<file path="src/rtl/toggle_request_queue.sv">
// Serializes up to two toggle requests per cycle into one toggle per cycle.
// Same-ID request pairs cancel; storage is a small flop-based circular FIFO.
module toggle_request_queue #(
    parameter  int DEPTH       = 8,
    parameter  int QUEUE_DEPTH = 4,
    localparam int IDW         = (DEPTH > 1) ? $clog2(DEPTH) : 1,
    localparam int PW          = $clog2(QUEUE_DEPTH),
    localparam int CW          = $clog2(QUEUE_DEPTH + 1)
) (
    input  logic           clk,
    input  logic           rst,
    input  logic           req_a_valid,
    input  logic [IDW-1:0] req_a_id,
    input  logic           req_b_valid,
    input  logic [IDW-1:0] req_b_id,
    output logic           req_ready,
    output logic           toggle,
    output logic [IDW-1:0] toggle_id,
    output logic [CW-1:0]  pending_count,
    output logic           empty
);

    logic [IDW-1:0] r_mem [QUEUE_DEPTH];
    logic [PW-1:0]  r_wr_ptr;
    logic [PW-1:0]  r_rd_ptr;
    logic [CW-1:0]  r_count;

    logic           w_pop;
    logic           w_pair;
    logic           w_one;
    logic [1:0]     w_npush;
    logic [IDW-1:0] w_first_id;
    logic [PW-1:0]  w_wr_ptr_p1;

    // Readiness looks only at registered occupancy, so two slots are always free.
    assign req_ready = (r_count <= CW'(QUEUE_DEPTH - 2));
    assign w_pop     = (r_count != '0);
    assign w_wr_ptr_p1 = r_wr_ptr + PW'(1);

    always_comb begin
        w_pair     = 1'b0;
        w_one      = 1'b0;
        w_npush    = 2'd0;
        w_first_id = req_a_id;
        if (req_ready) begin
            if (req_a_valid && req_b_valid) begin
                w_pair = (req_a_id != req_b_id);
            end else if (req_a_valid) begin
                w_one = 1'b1;
            end else if (req_b_valid) begin
                w_one      = 1'b1;
                w_first_id = req_b_id;
            end
        end
        if (w_pair) begin
            w_npush = 2'd2;
        end else if (w_one) begin
            w_npush = 2'd1;
        end
    end

    always_ff @(posedge clk) begin
        if (w_npush != 2'd0) begin
            r_mem[r_wr_ptr] <= w_first_id;
        end
        if (w_pair) begin
            r_mem[w_wr_ptr_p1] <= req_b_id;
        end
    end

    always_ff @(posedge clk or posedge rst) begin
        if (rst) begin
            r_wr_ptr <= '0;
            r_rd_ptr <= '0;
            r_count  <= '0;
        end else begin
            r_wr_ptr <= r_wr_ptr + PW'(w_npush);
            r_rd_ptr <= r_rd_ptr + PW'(w_pop);
            r_count  <= r_count + CW'(w_npush) - CW'(w_pop);
        end
    end

    assign toggle        = w_pop;
    assign toggle_id     = w_pop ? r_mem[r_rd_ptr] : '0;
    assign pending_count = r_count;
    assign empty         = !w_pop;

    a_no_push_when_full: assert property (
        @(posedge clk) disable iff (rst) (w_npush != 2'd0) |-> req_ready);

    a_count_bound: assert property (
        @(posedge clk) disable iff (rst) r_count <= CW'(QUEUE_DEPTH));

endmodule

</file>
<file path="config.mk">
export PLATFORM = sky130hd
export DESIGN_NAME = toggle_request_queue
export DESIGN_NICKNAME = d
export VERILOG_FILES = /design/src/rtl/toggle_request_queue.sv
export SDC_FILE = /design/constraint.sdc
export NUM_CORES = 1
export LEC_CHECK = 0
export BUFFER_PORTS_ARGS = -buffer_cell sky130_fd_sc_hd__buf_2
export CAP_MARGIN = 20
export CORE_MARGIN = 2
export CORE_UTILIZATION = 30
export CTS_BUF_LIST = sky130_fd_sc_hd__clkbuf_8
export CTS_CLUSTER_SIZE = 28
export DETAILED_ROUTE_END_ITERATION = 12
export PLACE_DENSITY_LB_ADDON = 0.05
export SLEW_MARGIN = 15
export SYNTH_ARGS = -nofsm -noshare
export SYNTH_HDL_FRONTEND = slang
export SYNTH_SLANG_ARGS = --single-unit
export TNS_END_PERCENT = 1
</file>
<file path="constraint.sdc">
create_clock -name clk -period 2.2 [get_ports clk]
set_clock_uncertainty 0.05 [all_clocks]
set_input_delay 0.22 -clock clk [delete_from_list [all_inputs] [get_ports clk]]
set_output_delay 0.22 -clock clk [all_outputs]
set_load 0.005 [all_outputs]
</file>
==> impl_metrics.ini, run 1 <==
[clock_tree]
cts_buffers = 3
cts_tree = yes
clkLatencyLatePin_ns = 0.25
clk_pin_slew_ns = 0.07
root_buffer = clkbuf_8
cts_buffer_depth = 2
h-tree-depth = 1
cts_sinks = 19

[detailed_routing]
wire_per_inst_um = 12.6
drcViolationCount = 0
drt-vias-per-instance = 4.51
wl_um = 2230
dr_total_vias = 798
drt-pass1-iter-count = 4
ant_nets = 0
drt-initial-drc-count = 19

[global_routing]
track_usage = 0.117
grt_start_max_net_pins = 12
overflow = 0
grt_pass1_wl_um = 3790
met3_usage = 0.0283
antenna_found_initial = 0
grt-busiest-layer = met2
use_met2 = 0.172
first_global_vias = 786
grt_util_met1 = 0.163

[die]
initial_core_util = 0.320
io_pins = 19
die_h_um = 67.2
dieWidth_um = 67.2
core_mm2 = 0.00374
num_rows = 22
dieArea_mm2 = 0.00452

[synthesis]
yosysSeqAreaShare = 0.447
netlist_area_mm2 = 0.00120
synth-seq-cells = 19
synth-simple-area-share = 0.133
synth-compound-area-share = 0.0626
syn_inst = 95
synthDistinctLibCells = 31
synth-xor-area-share = 0.0658
synth_top_family_by_area = multiplexers
syn_area_per_cell_um2 = 12.6
synth_fa_ha_area_frac = 0.0793
synth_nets = 112
synth_warnings = 0
synthMuxAreaShare = 0.169

[power_and_ir_drop]
power.total_uw = 1760
power_density_mw_per_mm2 = 1170
peakVddDrop_uv = 374
p_leak_uw = 0.000637

[worst_setup_path]
cp_max_fo = 5
path_class = flip-flop to flip-flop
cp-start-kind = flip-flop
cp-end-kind = flip-flop
cp.arrival_ns = 2.18
cp_data_required_time_ns = 2.29

[hold_path]
hp-class = input port to flip-flop

[sta]
finalSetupViolations = 0
tightest_slew_ns = 0.556
hold_viol_final = 0
layout_min_cycle_time_ns = 2.09
fmax_mhz = 478
rsz0062_at_grt = false
slew_viol_final = 0
max_slew_margin = 0.627
post-route-period-util = 0.950

[place]
dpl.cell_count = 170
gp_congestion = 0.662
hpwl_um = 1860
portBuffers = 18

[status]
status = finished, final reports clean

[run]
drv_cap = 0

[final_layout]
area_growth_pct = 25.6
nNetsFinal = 147
antennaDiodeCount = 0
drive_gt1_frac = 0.426
final_cell_count_no_fill = 177
## power by group
group	total, uW	switching [uW]	internal (uW)
Sequential	650	130	520
Combinational	869	387	481
Clock	238	112	126
Total	1760	629	1130
## cell usage in the layout, fill, tap and decap left out, drive strengths merged
cell         Yosys  final
nand4b           2      2
and3             2      2
buf              2     32
mux4             3      3
nand4            1      1
o31ai            1      1
inv              6      6
a21o             1      1
clkinv           1      2
edfxtp          12     12
ha               6      6
or4b             1      1
dfrtp            7      7
mux2            12     12
nor2             2      2
a21oi            2      2
o21ai            4      4
xnor2            6      6
a211oi           1      1
nand3b           1      1
clkbuf           1      3
fa               1      1
nand3            6      6
nor3             1      1
dlygate4sd3      0      1
nand2            7      7
xor2             3      3
nor2b            3      3
## layout make-up
type / count / area, um2
clock buffer: 3 / 41.3
clock inverter: 1 / 5.00
fill: 400 / 2240
inverter: 7 / 31.3
multi-input combinational: 66 / 626
sequential: 19 / 537
tap: 48 / 60.1
timing repair buffer: 33 / 205
## final timing paths
| path | from | slack (ns) | cells after the start | to |
|---|---|---|---|---|
| hold reg to reg | r_rd_ptr[1]$_DFF_PP0_ | 0.50 | 1 | r_rd_ptr[1]$_DFF_PP0_ |
| setup / recovery | pending_count[0]$_DFF_PP0_ | 0.11 | 9 | pending_count[2]$_DFF_PP0_ |
| setup reg to reg | pending_count[0]$_DFF_PP0_ | 0.11 | 9 | pending_count[2]$_DFF_PP0_ |
| max in group asynchronous | rst | 1.47 | 3 | pending_count[0]$_DFF_PP0_ |
| min in group asynchronous | rst | 0.39 | 3 | r_wr_ptr[0]$_DFF_PP0_ |
| hold / removal | req_b_id[1] | 0.29 | 2 | r_mem[3][1]$_DFFE_PP_ |
## metal layers
| metal | wire length, um | share of wire |
|---|---|---|
| met1 | 1100 | 0.49 |
| met2 | 1010 | 0.45 |
| met3 | 99 | 0.044 |
| met4 | 14 | 0.0063 |
| met5 | 0 | 0 |
## synth_stat cells (all sizes together)
master   n  area (um2)
edfxtp  12         360
nand3b   1        7.51
ha       6        75.1
o31ai    1        7.51
fa       1        20.0
inv      6        22.5
nand4b   2        17.5
nand2    7        26.3
o21ai    4        35.0
or4b     1        10.0
xnor2    6        52.6
nand4    1        6.26
xor2     3        26.3
a211oi   1        7.51
a21o     1        15.0
mux4     3        67.6
and3     2        17.5
buf      2        16.3
clkinv   1        8.76
a21oi    2        10.0
nor3     1        5.00
mux2    12         135
nor2     2        7.51
nand3    6        42.5
clkbuf   1        5.00
nor2b    3        18.8
dfrtp    7         175
## metrics by stage
stage	cell area (um2)	util	hold WS (ns)	TNS, ns	worst slack (ns)
floorplan	1200	-	-0.0266	0	0.0418
global placement	1420	0.380	0.118	-0.0115	-0.0115
detailed placement	1420	0.380	0.126	-0.0447	-0.0447
CTS	1480	0.395	0.283	0	0.0396
global route	1510	0.402	0.288	0	0.00893
finish	1510	0.402	0.292	0	0.110
## repair_timing
item,CTS,global route
setup endpoints to repair,0,1
hold buffers,1,0
buffers inserted,0,2
hold endpoints to repair,7,0
gates resized for setup,0,3
## critical path, cell delays in order (launching register included)
cell,delay (ns)
dfrtp_2,0.43
a21o_4,0.25
clkinv_4,0.05
nand3_1,0.07
ha_1,0.28
inv_1,0.04
ha_1,0.18
fa_2,0.36
xnor2_2,0.15
xnor2_1,0.12
## cell families (layout without fill, tap and decap cells)
kind of cell | after synthesis | count (layout)
buffers and inverters | 10 | 44
and+or+nand+nor | 26 | 26
adders and majority gates | 7 | 7
AOI/OAI and AO/OA | 9 | 9
DFF | 19 | 19
xor gates and xnor gates | 9 | 9
muxes | 15 | 15
## flip-flops by register name, indices dropped and copies added, names as in the netlist
| register | cells |
|---|---|
| r_wr_ptr | 2 |
| r_rd_ptr | 2 |
| pending_count | 3 |
| r_mem | 12 |
No activity file was read; power rests on OpenSTA's default activity.
==> run 2: changes to the inputs <==
Settings changed: CELL_PAD_IN_SITES_DETAIL_PLACEMENT from default to 0, CELL_PAD_IN_SITES_GLOBAL_PLACEMENT from default to 1, GPL_TIMING_DRIVEN from default to 0.
==> run 2 against run 1 <==
  * Fmax shrank 0.21%
  * Flip-flop and latch count unchanged
  * Count of clock-buffer cells in the layout is the same
  * Design area hardly changed
  * Sequential share of layout area grew 0.053 points
  * Worst hold slack got worse by 0.019 ns
  * Critical path depth unchanged
  * Non-clock buffer count shrank 7
  * First-iteration DRC count fell by 26%
  * Total power is 6.3% higher
  * Routed wire length rose by 5.8%
  * Largest power group unchanged
==> impl_metrics.ini, run 2 (synthesis gave the netlist of run 1 again) <==
[status]
status = finished, final reports clean

[power_and_ir_drop]
power.total_uw = 1870
power_frac_comb = 0.533
switchingPower_uw = 691
power.share.clock = 0.132
power_density_mw_per_mm2 = 1240
intPower_uw = 1180
swShare = 0.370
p_leak_uw = 0.000612
pwr-share-seq = 0.335
peakVddDrop_uv = 292

[hold_path]
min_from = req_a_id[0]
hp-class = input port to flip-flop

[final_layout]
drive_gt1_frac = 0.451
area_growth_pct = 25.7
mostFrequentLayoutCell = buf_2
largest_reg_flops = 12
mostFrequentLayoutCells = buf_2 (19), edfxtp_1 (12), mux2_1 (8)
antennaDiodeCount = 0
nNetsFinal = 140
regMostFlops = r_mem

[die]
die_h_um = 67.2
dieWidth_um = 67.2
num_rows = 22
io_pins = 19
dieArea_mm2 = 0.00452
initial_core_util = 0.320
core_mm2 = 0.00374

[worst_setup_path]
rr_startpoint = pending_count[0]$_DFF_PP0_
startpoint = pending_count[0]$_DFF_PP0_
cp-end-kind = flip-flop
cp_num_buf_inv = 2
cp.arrival_ns = 2.19
cp-start-kind = flip-flop
path_delay_family = adder cells
slowest_stage = dfrtp_2
cp_data_required_time_ns = 2.29
path_class = flip-flop to flip-flop
path_common_cell = ha_4
crit_chain = a21o_4 -> inv_8 -> nand3_4 -> ha_4 -> inv_2 -> ha_4 -> fa_2 -> xnor2_2 -> xnor2_1
cp_max_fo = 5
cpPeakStageDelay_ns = 0.45

[global_routing]
grt_pass1_wl_um = 4020
track_usage = 0.120
overflow = 0
antenna_found_initial = 0
grt_start_max_net_pins = 12
first_global_vias = 851

[clock_tree]
clk_pin_slew_ns = 0.08
cts_buffers = 3
cts_buffer_depth = 2
h-tree-depth = 1
root_buffer = clkbuf_8
clkLatencyLatePin_ns = 0.26
cts_sinks = 19
cts_tree = yes

[sta]
rsz0062_at_grt = true
hold_viol_final = 0
hold_slack_ns = 0.273
finalSetupViolations = 0
max_slew_margin = 0.615
slew_viol_final = 0
tightest_slew_ns = 0.573
layout_min_cycle_time_ns = 2.09
fmax_mhz = 477
post-route-period-util = 0.952

[run]
drv_cap = 0

[detailed_routing]
drt-initial-drc-count = 14
wl_um = 2360
ant_nets = 0
wire_per_inst_um = 13.9
drt-vias-per-instance = 4.63
dr_total_vias = 787
drt-pass1-iter-count = 3
drcViolationCount = 0

[place]
hpwl_um = 1810
portBuffers = 18
gp_congestion = 0.714
run 2: cell count changes in the layout (fill, tap and decap cells not counted), moves of 2 or more:
cell     previous run  this run
buf_4              14         4
ha_1                6         4
ha_4                0         2
nand3_1             5         3
run 2: path summary, 6_finish.rpt:
path / to / slack (ns) / cells past startpoint
worst max-delay path: pending_count[2]$_DFF_PP0_ / 0.11 / 9
worst min-delay path: r_mem[2][0]$_DFFE_PP_ / 0.27 / 2
worst max register to register: pending_count[2]$_DFF_PP0_ / 0.11 / 9
worst min register to register: r_wr_ptr[0]$_DFF_PP0_ / 0.46 / 1
max in group asynchronous: pending_count[1]$_DFF_PP0_ / 1.47 / 3
min in group asynchronous: r_wr_ptr[0]$_DFF_PP0_ / 0.38 / 3
run 2: power by group through the flow:
| stage | clock network [uW] | logic, uW | registers [uW] |
|---|---|---|---|
| final | 246 | 995 | 626 |
| after CTS | 253 | 860 | 631 |
| after floorplan | 0 | 617 | 603 |
| after global placement | 0 | 819 | 624 |
| after global routing | 269 | 1150 | 644 |
| after detailed placement | 0 | 834 | 625 |
run 2: final cells by class:
cell class,count,area [um2]
clock inverters,1,5.00
fillers,395,2240
repair buffers,23,130
flip-flops and latches,19,538
inverters,7,33.8
well taps,48,60.1
clock buffers,3,41.3
plain buffers,3,21.3
multi-input cells,66,677
run 2: routing by layer:
metal,share of wire,vias to the layer above,global-route usage
li1,-,399,-
met1,0.48,374,0.165
met2,0.48,12,0.191
met3,0.025,2,0.0100
met4,0.011,0,0.0612
met5,0,-,0
run 2: metrics by stage:
stage                      util  setup slack [ns]  setup TNS (ns)  instance area [um2]  instances
after CTS                 0.381           0.00762               0                 1430        167
after detailed placement  0.362            -0.183          -0.183                 1350        161
after floorplan               -            0.0418               0                 1200         95
after global routing      0.402           -0.0180         -0.0180                 1510        170
final                     0.402             0.105               0                 1510        170
after global placement    0.362            -0.188          -0.188                 1350        161
run 2: what timing repair did:
item                       CTS  global route
hold buffers                 1             0
hold endpoints to repair     7             0
setup endpoints to repair    1             1
gates resized for setup      3            11
buffers inserted             1             3
pin swaps                    1             6
==> run 3: changes to the inputs <==
Settings changed: ABC_AREA from default to 1.
==> run 3 against run 2 <==
  * Flip-flop and latch count did not move
  * Global-route usage rose by 1.7 points
  * Critical path type unchanged
  * Design area fell by 4.4%
  * Count of clock-buffer cells in the layout did not move
  * Combinational power fell by 15%
  * Non-clock buffer count fell by 5
  * Synthesized cell count rose by 62%
==> impl_metrics.ini, run 3 <==
[synthesis]
syn_area_per_cell_um2 = 7.95
netlist_area_mm2 = 0.00122
synth_area_leaders = edfxtp_1 (29%), nand2_1 (15%), dfrtp_1 (14%)
yosysSeqAreaShare = 0.438
yosys.area.top_type = edfxtp_1
netlist_top_cells_count = nand2_1 (50), inv_1 (19), nor2_1 (19), nand3_1 (14), edfxtp_1 (12)
synth-seq-cells = 19
synth_nets = 171
synthDistinctLibCells = 20
synth-edff-count = 12
synth_warnings = 0
synth.top_cell.area_share = 0.294
syn_inst = 154
synthFlopType = edfxtp_1
synth-async-reset-ratio = 0.368
yosysMostFrequentCell = nand2_1

[die]
dieWidth_um = 67.9
core_mm2 = 0.00397
die_h_um = 67.9
initial_core_util = 0.308
io_pins = 19
num_rows = 23
dieArea_mm2 = 0.00461

[place]
portBuffers = 18
gp_congestion = 0.756
hpwl_um = 2220

[power_and_ir_drop]
power.share.clock = 0.131
peakVddDrop_uv = 319
power_frac_comb = 0.491
p_leak_uw = 0.000728
power_density_mw_per_mm2 = 1190
swShare = 0.416
switchingPower_uw = 713
pwr-share-seq = 0.378
power.total_uw = 1710
intPower_uw = 1000

[run]
drv_cap = 0

[detailed_routing]
drcViolationCount = 0
ant_nets = 0
drt-pass1-iter-count = 4
drt-initial-drc-count = 17
dr_total_vias = 1058
wl_um = 2700
wire_per_inst_um = 11.8
drt-vias-per-instance = 4.64

[sta]
hold_viol_final = 0
fmax_mhz = 484
rsz0062_at_grt = false
post-route-period-util = 0.939
layout_min_cycle_time_ns = 2.07
tns_ns = 0
finalSetupViolations = 0
slew_viol_final = 0
tightest_slew_ns = 0.391
max_slew_margin = 0.738

[final_layout]
drive_gt1_frac = 0.180
regMostFlops = r_mem
mostFrequentLayoutCells = nand2_1 (50), inv_1 (20), nor2_1 (19)
nNetsFinal = 196
antennaDiodeCount = 0
fill_cells = 416
final-seq-area_um2 = 537
multi_input_area_um2 = 583
largest_reg_flops = 12
mostFrequentLayoutCell = nand2_1
area_growth_pct = 17.7

[hold_path]
hp-class = input port to flip-flop
min_from = req_b_id[0]
hold_end = r_mem[2][0]$_DFFE_PP_
whs_path_depth = 3

[global_routing]
antenna_found_initial = 0
grt_pass1_wl_um = 4710
first_global_vias = 1049
grt_start_max_net_pins = 11
track_usage = 0.137
overflow = 0

[status]
status = finished, final reports clean

[clock_tree]
clkLatencyLatePin_ns = 0.25
cts_buffers = 3
cts_tree = yes
cts_buffer_depth = 2
cts_sinks = 19
root_buffer = clkbuf_8
clk_pin_slew_ns = 0.06
h-tree-depth = 1

[worst_setup_path]
slowest_stage = dfrtp_1
rr_startpoint = pending_count[1]$_DFF_PP0_
cp-start-kind = flip-flop
crit_chain = a21oi_4 -> nand2_1 -> inv_1 -> nand2_1 -> ha_1 -> inv_1 -> ha_1 -> fa_1 -> xnor2_1
cp_max_fo = 3
ff2ff_path_depth = 9
cp_data_required_time_ns = 2.29
cp-end-kind = flip-flop
cpPeakStageDelay_ns = 0.42
reg2reg_setup_slack_ns = 0.13
cp.arrival_ns = 2.15
path_class = flip-flop to flip-flop
rr_endpoint = pending_count[2]$_DFF_PP0_
run 3: per-stage QoR:
step	cells	worst slack, ns	area [um2]	utilization	hold WS (ns)
CTS	227	0.0560	1430	0.360	0.340
floorplan	154	0.219	1220	-	-0.0266
global route	228	0.00553	1440	0.363	0.373
finish	228	0.134	1440	0.363	0.350
detailed placement	222	0.0654	1380	0.347	0.113
global placement	222	0.0929	1380	0.347	0.104
run 3: worst max-delay path by stage:
stage / from / end / slack, ns / depth (start not counted)
CTS: pending_count[0]$_DFF_PP0_ / pending_count[2]$_DFF_PP0_ / 0.06 / 9
finish: pending_count[1]$_DFF_PP0_ / pending_count[2]$_DFF_PP0_ / 0.13 / 9
global route: pending_count[1]$_DFF_PP0_ / pending_count[2]$_DFF_PP0_ / 0.006 / 9
detailed placement: pending_count[0]$_DFF_PP0_ / pending_count[2]$_DFF_PP0_ / 0.07 / 9
floorplan: pending_count[0]$_DFF_PP0_ / pending_count[2]$_DFF_PP0_ / 0.22 / 9
global placement: pending_count[0]$_DFF_PP0_ / pending_count[2]$_DFF_PP0_ / 0.09 / 9
run 3: routing by layer:
| metal | wire length [um] | up-vias | track usage |
|---|---|---|---|
| met2 | 1280 | 24 | 0.225 |
| met1 | 1310 | 493 | 0.182 |
| met4 | 21 | 0 | 0.0700 |
| met3 | 93 | 2 | 0.00987 |
| li1 | - | 539 | - |
| met5 | 0 | - | 0 |
run 3: cell type report:
| cell class | count | share of cell area |
|---|---|---|
| clock inverters | 1 | 0.00261 |
| clock buffers | 3 | 0.0287 |
| inverters | 22 | 0.0591 |
| flip-flops and latches | 19 | 0.373 |
| well taps | 50 | 0.0434 |
| plain buffers | 1 | 0.0139 |
| repair buffers | 20 | 0.0747 |
| multi-input cells | 112 | 0.405 |
run 3: logic make-up after synthesis:
| group | count (synthesis) | synth area share |
|---|---|---|
| adder cells (fa/ha/maj) | 7 | 0.0777 |
| AND/OR/NAND/NOR | 87 | 0.304 |
| flip-flops | 19 | 0.438 |
| XOR/XNOR | 4 | 0.0286 |
| buffers and inverters | 23 | 0.0859 |
| AO/OA/AOI/OAI | 14 | 0.0665 |
run 3: power groups by stage:
| stage | Clock, uW | Combinational [uW] | Sequential (uW) |
|---|---|---|---|
| final | 224 | 842 | 647 |
| after global routing | 251 | 976 | 667 |
| after CTS | 236 | 840 | 648 |
| after detailed placement | 0 | 838 | 653 |
| after global placement | 0 | 798 | 649 |
| after floorplan | 0 | 576 | 627 |
run 3: timing repair:
action,CTS,global route
hold endpoints to repair,7,0
endpoints found under the setup margin,0,1
hold buffers,1,0
setup buffers,0,1
resized for setup,0,1
run 3: worst max-delay path: cells and delay by family (launching register included):
family	cells	cell delay, ns
adders and majority gates	3	0.85
DFF	1	0.42
AOI/OAI and AO/OA	1	0.20
and+or+nand+nor	2	0.18
xor gates and xnor gates	1	0.14
buffers and inverters	2	0.11
